==> config.mk <==
export PLATFORM = sky130hd
export DESIGN_NAME = alu_regfile_stage
export DESIGN_NICKNAME = d
export VERILOG_FILES = /design/src/rtl/alu_pkg.sv /design/src/rtl/alu_regfile.sv /design/src/rtl/alu_regfile_stage.sv
export SDC_FILE = /design/constraint.sdc
export NUM_CORES = 1
export LEC_CHECK = 0
export ABC_CLOCK_PERIOD_IN_PS = 2310
export BUFFER_PORTS_ARGS = -buffer_cell sky130_fd_sc_hd__clkbuf_2
export CAP_MARGIN = 20
export CORE_ASPECT_RATIO = 1.1
export CORE_MARGIN = 2
export CORE_UTILIZATION = 25
export DETAILED_ROUTE_END_ITERATION = 10
export PLACE_DENSITY_LB_ADDON = 0.3
export SKIP_LAST_GASP = 1
export SLEW_MARGIN = 10
export SYNTH_ARGS = -nofsm -noshare
export SYNTH_HDL_FRONTEND = slang
export SYNTH_SLANG_ARGS = --single-unit
==> constraint.sdc <==
create_clock -name clk -period 2.31 [get_ports clk]
set_clock_uncertainty 0.2 [all_clocks]
set_input_delay 0.231 -clock clk [delete_from_list [all_inputs] [get_ports clk]]
set_output_delay 0.231 -clock clk [all_outputs]
set_load 0.05 [all_outputs]
==> src/rtl/alu_pkg.sv <==
// Shared ALU op-code encodings, ZCNV flag bit positions and the op-code
// legality check used by the operand-issue stage.
package alu_pkg;

    typedef enum logic [3:0] {
        ADD = 4'b0000,
        SUB = 4'b0001,
        XOR = 4'b1000,
        OR  = 4'b1100,
        AND = 4'b1110
    } alu_op_e;

    localparam int Z_BIT = 3;
    localparam int C_BIT = 2;
    localparam int N_BIT = 1;
    localparam int V_BIT = 0;

    function automatic logic is_legal_op(input logic [3:0] op);
        logic legal;
        case (op)
            ADD, SUB, XOR, OR, AND: legal = 1'b1;
            default:                legal = 1'b0;
        endcase
        return legal;
    endfunction

endpackage

==> src/rtl/alu_regfile.sv <==
// NREGS x DATA_W register file: two operand read ports, one debug read port,
// one synchronous write port. Register r0 always reads as zero.
module alu_regfile #(
    parameter int DATA_W = 32,
    parameter int NREGS  = 8,
    parameter int RA_W   = 3
) (
    input  logic              clk,
    input  logic              rst,
    input  logic              we,
    input  logic [RA_W-1:0]   waddr,
    input  logic [DATA_W-1:0] wdata,
    input  logic [RA_W-1:0]   raddr1,
    output logic [DATA_W-1:0] rdata1,
    input  logic [RA_W-1:0]   raddr2,
    output logic [DATA_W-1:0] rdata2,
    input  logic [RA_W-1:0]   dbg_addr,
    output logic [DATA_W-1:0] dbg_data
);

    logic [DATA_W-1:0] rf_r [NREGS];

    // Storage update; writes to r0 are dropped so it stays at its reset zero.
    always_ff @(posedge clk) begin
        if (rst) begin
            for (int i = 0; i < NREGS; i++) begin
                rf_r[i] <= {DATA_W{1'b0}};
            end
        end else if (we && (waddr != {RA_W{1'b0}})) begin
            rf_r[waddr] <= wdata;
        end else begin
            rf_r <= rf_r;
        end
    end

    assign rdata1   = (raddr1   == {RA_W{1'b0}}) ? {DATA_W{1'b0}} : rf_r[raddr1];
    assign rdata2   = (raddr2   == {RA_W{1'b0}}) ? {DATA_W{1'b0}} : rf_r[raddr2];
    assign dbg_data = (dbg_addr == {RA_W{1'b0}}) ? {DATA_W{1'b0}} : rf_r[dbg_addr];

endmodule

==> src/rtl/alu_regfile_stage.sv <==
// Operand-issue / writeback stage in front of a combinational ALU: reads
// operands (with one-deep forwarding), holds the EX register, writes back G.
module alu_regfile_stage
    import alu_pkg::*;
#(
    parameter int DATA_W = 32,
    parameter int NREGS  = 8,
    parameter int RA_W   = 3
) (
    input  logic              clk,
    input  logic              rst,
    input  logic              in_valid,
    output logic              in_ready,
    input  logic [3:0]        in_op,
    input  logic              in_imm_en,
    input  logic [DATA_W-1:0] in_imm,
    input  logic [RA_W-1:0]   in_rd,
    input  logic [RA_W-1:0]   in_rs1,
    input  logic [RA_W-1:0]   in_rs2,
    input  logic              hold,
    output logic [3:0]        alu_G_sel,
    output logic [DATA_W-1:0] alu_A,
    output logic [DATA_W-1:0] alu_B,
    input  logic [DATA_W-1:0] alu_G,
    input  logic [3:0]        alu_flags,
    output logic [3:0]        flags,
    output logic              wb_valid,
    output logic [RA_W-1:0]   wb_rd,
    output logic [DATA_W-1:0] wb_data,
    output logic              illegal_op,
    input  logic [RA_W-1:0]   dbg_addr,
    output logic [DATA_W-1:0] dbg_data
);

    logic [RA_W-1:0]   ex_rd_r;
    logic              ex_valid_r;
    logic [DATA_W-1:0] rs1_data_s;
    logic [DATA_W-1:0] rs2_data_s;
    logic [DATA_W-1:0] op_a_s;
    logic [DATA_W-1:0] op_b_s;
    logic [3:0]        op_sel_s;
    logic              issue_s;
    logic              legal_s;
    logic              wb_en_s;
    logic              fwd1_s;
    logic              fwd2_s;

    assign in_ready = ~hold;
    assign issue_s  = in_valid & ~hold;
    assign legal_s  = in_imm_en | is_legal_op(in_op);
    assign wb_en_s  = ex_valid_r & ~hold;

    // The EX result is written on the same edge a dependent reads, so the
    // register-file value would be stale; take alu_G instead.
    assign fwd1_s = ex_valid_r & (ex_rd_r == in_rs1) & (in_rs1 != {RA_W{1'b0}});
    assign fwd2_s = ex_valid_r & (ex_rd_r == in_rs2) & (in_rs2 != {RA_W{1'b0}});

    alu_regfile #(
        .DATA_W (DATA_W),
        .NREGS  (NREGS),
        .RA_W   (RA_W)
    ) u_rf (
        .clk      (clk),
        .rst      (rst),
        .we       (wb_en_s),
        .waddr    (ex_rd_r),
        .wdata    (alu_G),
        .raddr1   (in_rs1),
        .rdata1   (rs1_data_s),
        .raddr2   (in_rs2),
        .rdata2   (rs2_data_s),
        .dbg_addr (dbg_addr),
        .dbg_data (dbg_data)
    );

    // Operand and op select: immediate beats forwarded result beats register file.
    always_comb begin
        op_sel_s = in_op;
        op_a_s   = rs1_data_s;
        op_b_s   = rs2_data_s;
        if (in_imm_en) begin
            op_sel_s = ADD;
            op_a_s   = in_imm;
            op_b_s   = {DATA_W{1'b0}};
        end else begin
            if (fwd1_s) begin
                op_a_s = alu_G;
            end else begin
                op_a_s = rs1_data_s;
            end
            if (fwd2_s) begin
                op_b_s = alu_G;
            end else begin
                op_b_s = rs2_data_s;
            end
        end
    end

    // EX register: loads on a legal issue, freezes under hold, else empties.
    always_ff @(posedge clk) begin
        if (rst) begin
            ex_valid_r <= 1'b0;
            ex_rd_r    <= {RA_W{1'b0}};
            alu_G_sel  <= 4'b0000;
            alu_A      <= {DATA_W{1'b0}};
            alu_B      <= {DATA_W{1'b0}};
            illegal_op <= 1'b0;
        end else begin
            if (hold) begin
                ex_valid_r <= ex_valid_r;
            end else if (issue_s && legal_s) begin
                ex_valid_r <= 1'b1;
                ex_rd_r    <= in_rd;
                alu_G_sel  <= op_sel_s;
                alu_A      <= op_a_s;
                alu_B      <= op_b_s;
            end else begin
                ex_valid_r <= 1'b0;
            end
            if (issue_s && !legal_s) begin
                illegal_op <= 1'b1;
            end else begin
                illegal_op <= illegal_op;
            end
        end
    end

    // Writeback reporting and flag latch for the instruction leaving EX.
    always_ff @(posedge clk) begin
        if (rst) begin
            flags    <= 4'b0000;
            wb_valid <= 1'b0;
            wb_rd    <= {RA_W{1'b0}};
            wb_data  <= {DATA_W{1'b0}};
        end else if (wb_en_s) begin
            flags    <= alu_flags;
            wb_valid <= 1'b1;
            wb_rd    <= ex_rd_r;
            wb_data  <= alu_G;
        end else begin
            wb_valid <= 1'b0;
        end
    end

endmodule

=== Word-level counts from Yosys, hierarchy flattened ===
Cells that the tools add are included.

* Bits of input ports: 89
* Output and inout port bits: 142
* Bits in registers: 369
* Word-level logic and storage cells: 78

* Equal/unequal tests: 6
* Bitwise gates (word level): 12
* Muxes and demuxes: 23
* Reduce and logical (&&, ||, !) cells: 14
* Order comparisons: 5

{| class="wikitable"
|+ Operators with widths
! kind !! count
|-
| 32-bit two-way mux || 14
|-
| 32-bit binary-select mux with 3-bit select || 3
|-
| 256-bit bitwise mux || 1
|-
| 32-bit demux with 3-bit select || 1
|-
| 4-bit >= comparator (second input constant) || 4
|-
| 3-bit NOT with 4-bit output || 4
|-
| 4-bit equality test (second input constant) || 3
|-
| 3-bit logical NOT || 3
|-
| 3-bit nonzero test || 3
|-
| 1-bit AND || 6
|-
| 3-bit equality test || 2
|-
| 5-bit OR reduction || 1
|-
| 4-bit by 1-bit equality test with 1-bit output (second input constant) || 1
|-
| 1-bit logical AND || 4
|-
| 4-bit logical NOT || 1
|-
| 4-bit by 1-bit < comparator with 1-bit output (second input constant) || 1
|-
| 4-bit two-way mux || 1
|-
| 1-bit two-way mux || 3
|-
| 2-bit AND reduction || 1
|-
| 1-bit logical NOT || 1
|-
| 1-bit NOT || 1
|-
| 1-bit bitwise OR || 1
|}

=== Logic depth before layout (Yosys ltp) ===
* Depth after elaboration: 7
* Gate-level depth with buffers: 8
* Mapped depth without buffers: 4

=== By module ===
Synthesis repeated with hierarchy kept, for this count alone.

* Cell total of the unflattened synthesis: 2214
* Area total of the unflattened synthesis: 18920.6 sq um

{| class="wikitable"
|+ By module, submodules not included
! module !! area an instance (sq um) !! seq. area each (sq um) !! cells each !! instances
|-
| alu_regfile || 13666.9 || 4484.3 || 1571 || 1
|-
| alu_regfile_stage || 5253.8 || 2262.2 || 643 || 1
|}

=== Least setup slack after synthesis ===
Ideal clock, no wire load.

* Path kind: input to output
* Start point: input port dbg_addr[1]
* End point: output port dbg_data[13]
* Path buffers: 2
* Stages: 4
* Data arrival time: 2.322 ns
* Required time: 1.879 ns
* Path slack: -0.443 ns
* Cells stage by stage: clkbuf_1 buf_1 a21oi_1 a221oi_1

* Word-level cells in the longest chain between the ends: 5
* Elaborated cells on any way between the ends: 6
* Classes of those cells: mux: 4; bitwise: 1; reduce/logical: 1

{| class="wikitable"
|+ RTL lines
! element !! RTL line !! RTL
|-
| from (decl) || alu_regfile_stage.sv:31 || <nowiki>input logic [RA_W-1:0] dbg_addr,</nowiki>
|-
| 3-bit NOT with 4-bit output (not written as such) || alu_regfile.sv:38 || <nowiki>assign dbg_data = (dbg_addr == {RA_W{1'b0}}) ? {DATA_W{1'b0}} : rf_r[dbg_addr];</nowiki>
|-
| 32-bit binary-select mux with 3-bit select || alu_regfile.sv:38 ||
|-
| 32-bit two-way mux (not written as such) (2 in a row) || alu_regfile.sv:38 ||
|-
| 32-bit two-way mux * || alu_regfile.sv:38 ||
|-
| to (decl) || alu_regfile_stage.sv:32 || <nowiki>output logic [DATA_W-1:0] dbg_data</nowiki>
|}

Every way passes the cells marked *; elsewhere a longest branch is shown, timed or not. The select of a mux whose other input is x is not followed.

=== Worst setup path after layout ===
* Start point: register u_rf.rf_r[158] in the netlist's numbering
* End point: output port dbg_data[30]

* Word-level cells in the longest chain between the ends: 4

{| class="wikitable"
|+ RTL lines
! element !! RTL line !! RTL
|-
| from (decl) || alu_regfile.sv:21 || <nowiki>logic [DATA_W-1:0] rf_r [NREGS];</nowiki>
|-
| from (signal, indexed assignment) || alu_regfile.sv:27 || <nowiki>rf_r[i] <= {DATA_W{1'b0}};</nowiki>
|-
| from (signal, indexed assignment) || alu_regfile.sv:30 || <nowiki>rf_r[waddr] <= wdata;</nowiki>
|-
| from (signal assigned) || alu_regfile.sv:32 || <nowiki>rf_r <= rf_r;</nowiki>
|-
| 32-bit binary-select mux with 3-bit select || alu_regfile.sv:38 ||
|-
| 32-bit two-way mux (not written as such) (2 in a row) || alu_regfile.sv:38 ||
|-
| 32-bit two-way mux || alu_regfile.sv:38 ||
|}

Every way passes these cells. The select of a mux whose other input is x is not followed.

==> results.py <==
metrics = {
    "synth": {
        "ys_warn_count": 0,
        "synth_top_area_share_pct": 38.8,
        "synthCells": 2085,
        "synth.most_common_cell": "nand2_1",
        "netlist_area_um2": 19100,
        "synth_fp_nets": 2174,
        "netlist_top_cells_area": "dfxtp_1 39%, mux4_2 18%, nand2_1 11%",
        "synthFlopType": "dfxtp_1",
        "ys_seq_area_share_pct": 38.8,
        "synthArstFlopShare_pct": 0,
        "ys_ff_latch": 369,
        "synth_edf_count": 0,
        "yosys-top-cells-count": "573 x nand2_1, 369 x dfxtp_1, 301 x a21oi_1, 177 x clkbuf_1, 156 x mux4_2",
        "synth_cell_type_count": 43,
        "synth.avg_cell_area_um2": 9.14,
        "synth.largest_area_cell": "dfxtp_1",
    },
    "global_routing": {
        "grt_pass1_vias": 17700,
        "grt_antenna_before_repair": 1,
        "grt.overflow.total": 0,
        "groute.usage.overall_pct": 19.8,
        "grt_max_degree": 183,
        "grt_pass1_wl_um": 117000,
    },
    "setup_path": {
        "crit_path_end_kind": "primary output",
        "path_class": "reg2out",
        "cp-start-kind": "flip-flop",
        "cp.required_ps": 1880,
        "worstPathMaxFanout": 4,
        "arrival_ps": 1910,
    },
    "sta": {
        "final-hold-violation-count": 0,
        "fmax_mhz": 428,
        "drv_slew": 0,
        "maxSlewHeadroom_pct": 41.7,
        "finalCriticalPeriod_ps": 2340,
        "rsz0062_at_grt": "yes",
        "setup_ws_ps": -28.0,
        "tightestPinTransition_ps": 874,
        "setup_violations": 3,
        "min_period_over_period_pct": 101,
        "setup_tns_ps": -60.2,
    },
    "placement": {
        "port_buffers": 230,
        "dp_hpwl_um": 51200,
        "gp_congestion": 0.837,
    },
    "power_and_ir_drop": {
        "p_leak_nw": 8.89,
        "p_total_w": 0.0155,
        "p_per_area_nw_per_um2": 627,
        "peakVddDrop_mv": 0.434,
    },
    "floorplanning": {
        "ios": 231,
        "design.core.area_um2": 75700,
        "die_w_um": 267,
        "dieArea_um2": 78500,
        "die_h_um": 294,
        "start_util_pct": 25.2,
        "rows": 106,
    },
    "cts": {
        "cts_max_path_buffers": 3,
        "numCtsBuffers": 42,
        "tritoncts": "yes",
        "htreeDepth": 2,
        "clk_latency_ps": 570,
        "clock-sinks": 369,
        "cts_root_buffer": "clkbuf_16",
        "path_clk_slew_ps": 60,
    },
    "final_layout": {
        "syn_to_final_growth_pct": 29.6,
        "fillerInstances": 7762,
        "drive_above_1_share_pct": 31.7,
        "finalNetCount": 2418,
        "num_antenna_cells": 0,
    },
    "flow_run": {
        "max_cap_viol_count": 0,
    },
    "outcome": {
        "violations": "negative setup slack",
        "status": "complete, but fails checks",
    },
    "route": {
        "drtIter0Drc": 1581,
        "drt_wl_total_um": 79400,
        "route.detailed.drc": 0,
        "viasPerCell": 5.27,
        "ant_nets": 0,
        "drtPass1Iterations": 5,
        "wl_per_cell_um": 23.4,
        "vias": 17800,
    },
    "hold_path": {
        "hold_path.class": "in2reg",
    },
}
-- per-stage QoR --
stage | worst slack (ps) | instance area (um2) | utilization (%) | hold slack (ps) | cells
finish | -28.0 | 24700 | 32.6 | 9.43 | 3386
global placement | -201 | 22200 | 29.3 | 243 | 3225
detailed placement | 48.0 | 22200 | 29.3 | 245 | 3226
global route | -85.3 | 24700 | 32.6 | 28.8 | 3386
CTS | -74.4 | 24600 | 32.5 | 3.11 | 3387
floorplan | -443 | 19100 | - | 167 | 2085
-- critical path, stage by stage, from the launching register on --
cell	delay, ps
dfxtp_2	330
mux4_2	470
nor2_1	140
a221oi_2	50
buf_4	170
clkbuf_8	170
-- layout make-up --
cell class	instances	area [um2]	share of cell area, %
clock buffer	61	1240	5.04
clock inverter	14	209	0.846
inverter	3	11.3	0.0456
tap	1026	1280	5.20
sequential	369	7410	30.0
multi-input combinational	1482	10900	44.2
timing repair buffer	431	3620	14.6
-- repair_timing --
item | 4_1_cts | 5_1_grt
gates resized for setup | 35 | 29
hold buffers | 79 | 0
setup endpoints to repair | 9 | 20
endpoints found under the hold margin | 333 | 0
pin swaps | 4 | 5
setup buffers | 7 | 0
-- metal layers --
layer	GRT usage (%)	wire length, um	up-vias
li1	-	-	7944
met1	25.8	33100	8927
met2	32.8	37600	812
met3	3.35	5600	163
met4	7.63	3080	0
met5	0	0	-
-- final timing paths --
path                   from              to  slack (ps)  cells past startpoint
min reg2reg     wb_data[22]     wb_data[22]         250                      2
max reg2reg      ex_rd_r[1]  u_rf.rf_r[141]         110                      5
max          u_rf.rf_r[158]    dbg_data[30]         -30                      5
min                    hold     wb_data[13]           9                      4
-- placed cells by master, fill, tap and decap left out, drive strengths merged, types with 7 or more instances in the layout --
| cell type | count |
|---|---|
| mux2 | 90 |
| dfxtp | 369 |
| nand2 | 573 |
| a221o | 32 |
| clkbuf | 263 |
| a31oi | 33 |
| nand3 | 32 |
| mux2i | 7 |
| nor2 | 66 |
| nor2b | 41 |
| dlygate4sd3 | 79 |
| a21oi | 301 |
| mux4 | 160 |
| buf | 150 |
| a221oi | 32 |
| o21ai | 12 |
| o221ai | 32 |
| and3 | 34 |
-- report_power, final --
| group | internal (W) | switching (W) | leakage (nW) |
|---|---|---|---|
| Combinational | 0.000661 | 0.00120 | 5.19 |
| Clock | 0.00430 | 0.00287 | 0.715 |
| Sequential | 0.00642 | 0.0000472 | 2.99 |
| Total | 0.0114 | 0.00412 | 8.89 |
-- cell families after synthesis --
kind of cell              Yosys count  synth area share, %
muxes                             257                 24.7
AOI/OAI and AO/OA                 448                 14.2
xor gates and xnor gates            6                0.276
and+or+nand+nor                   771                 16.9
DFF                               369                 38.8
buffers and inverters             234                 5.18
-- sequential cells by signal (all words and copies together) (netlist names) --
name and flops:
wb_data 32, alu_G_sel 4, ex_rd_r 3, wb_valid 1
alu_B 32, illegal_op 1, wb_rd 3, flags 4
ex_valid_r 1, u_rf.rf_r 256, alu_A 32
No activity file was read; power rests on OpenSTA's default activity.
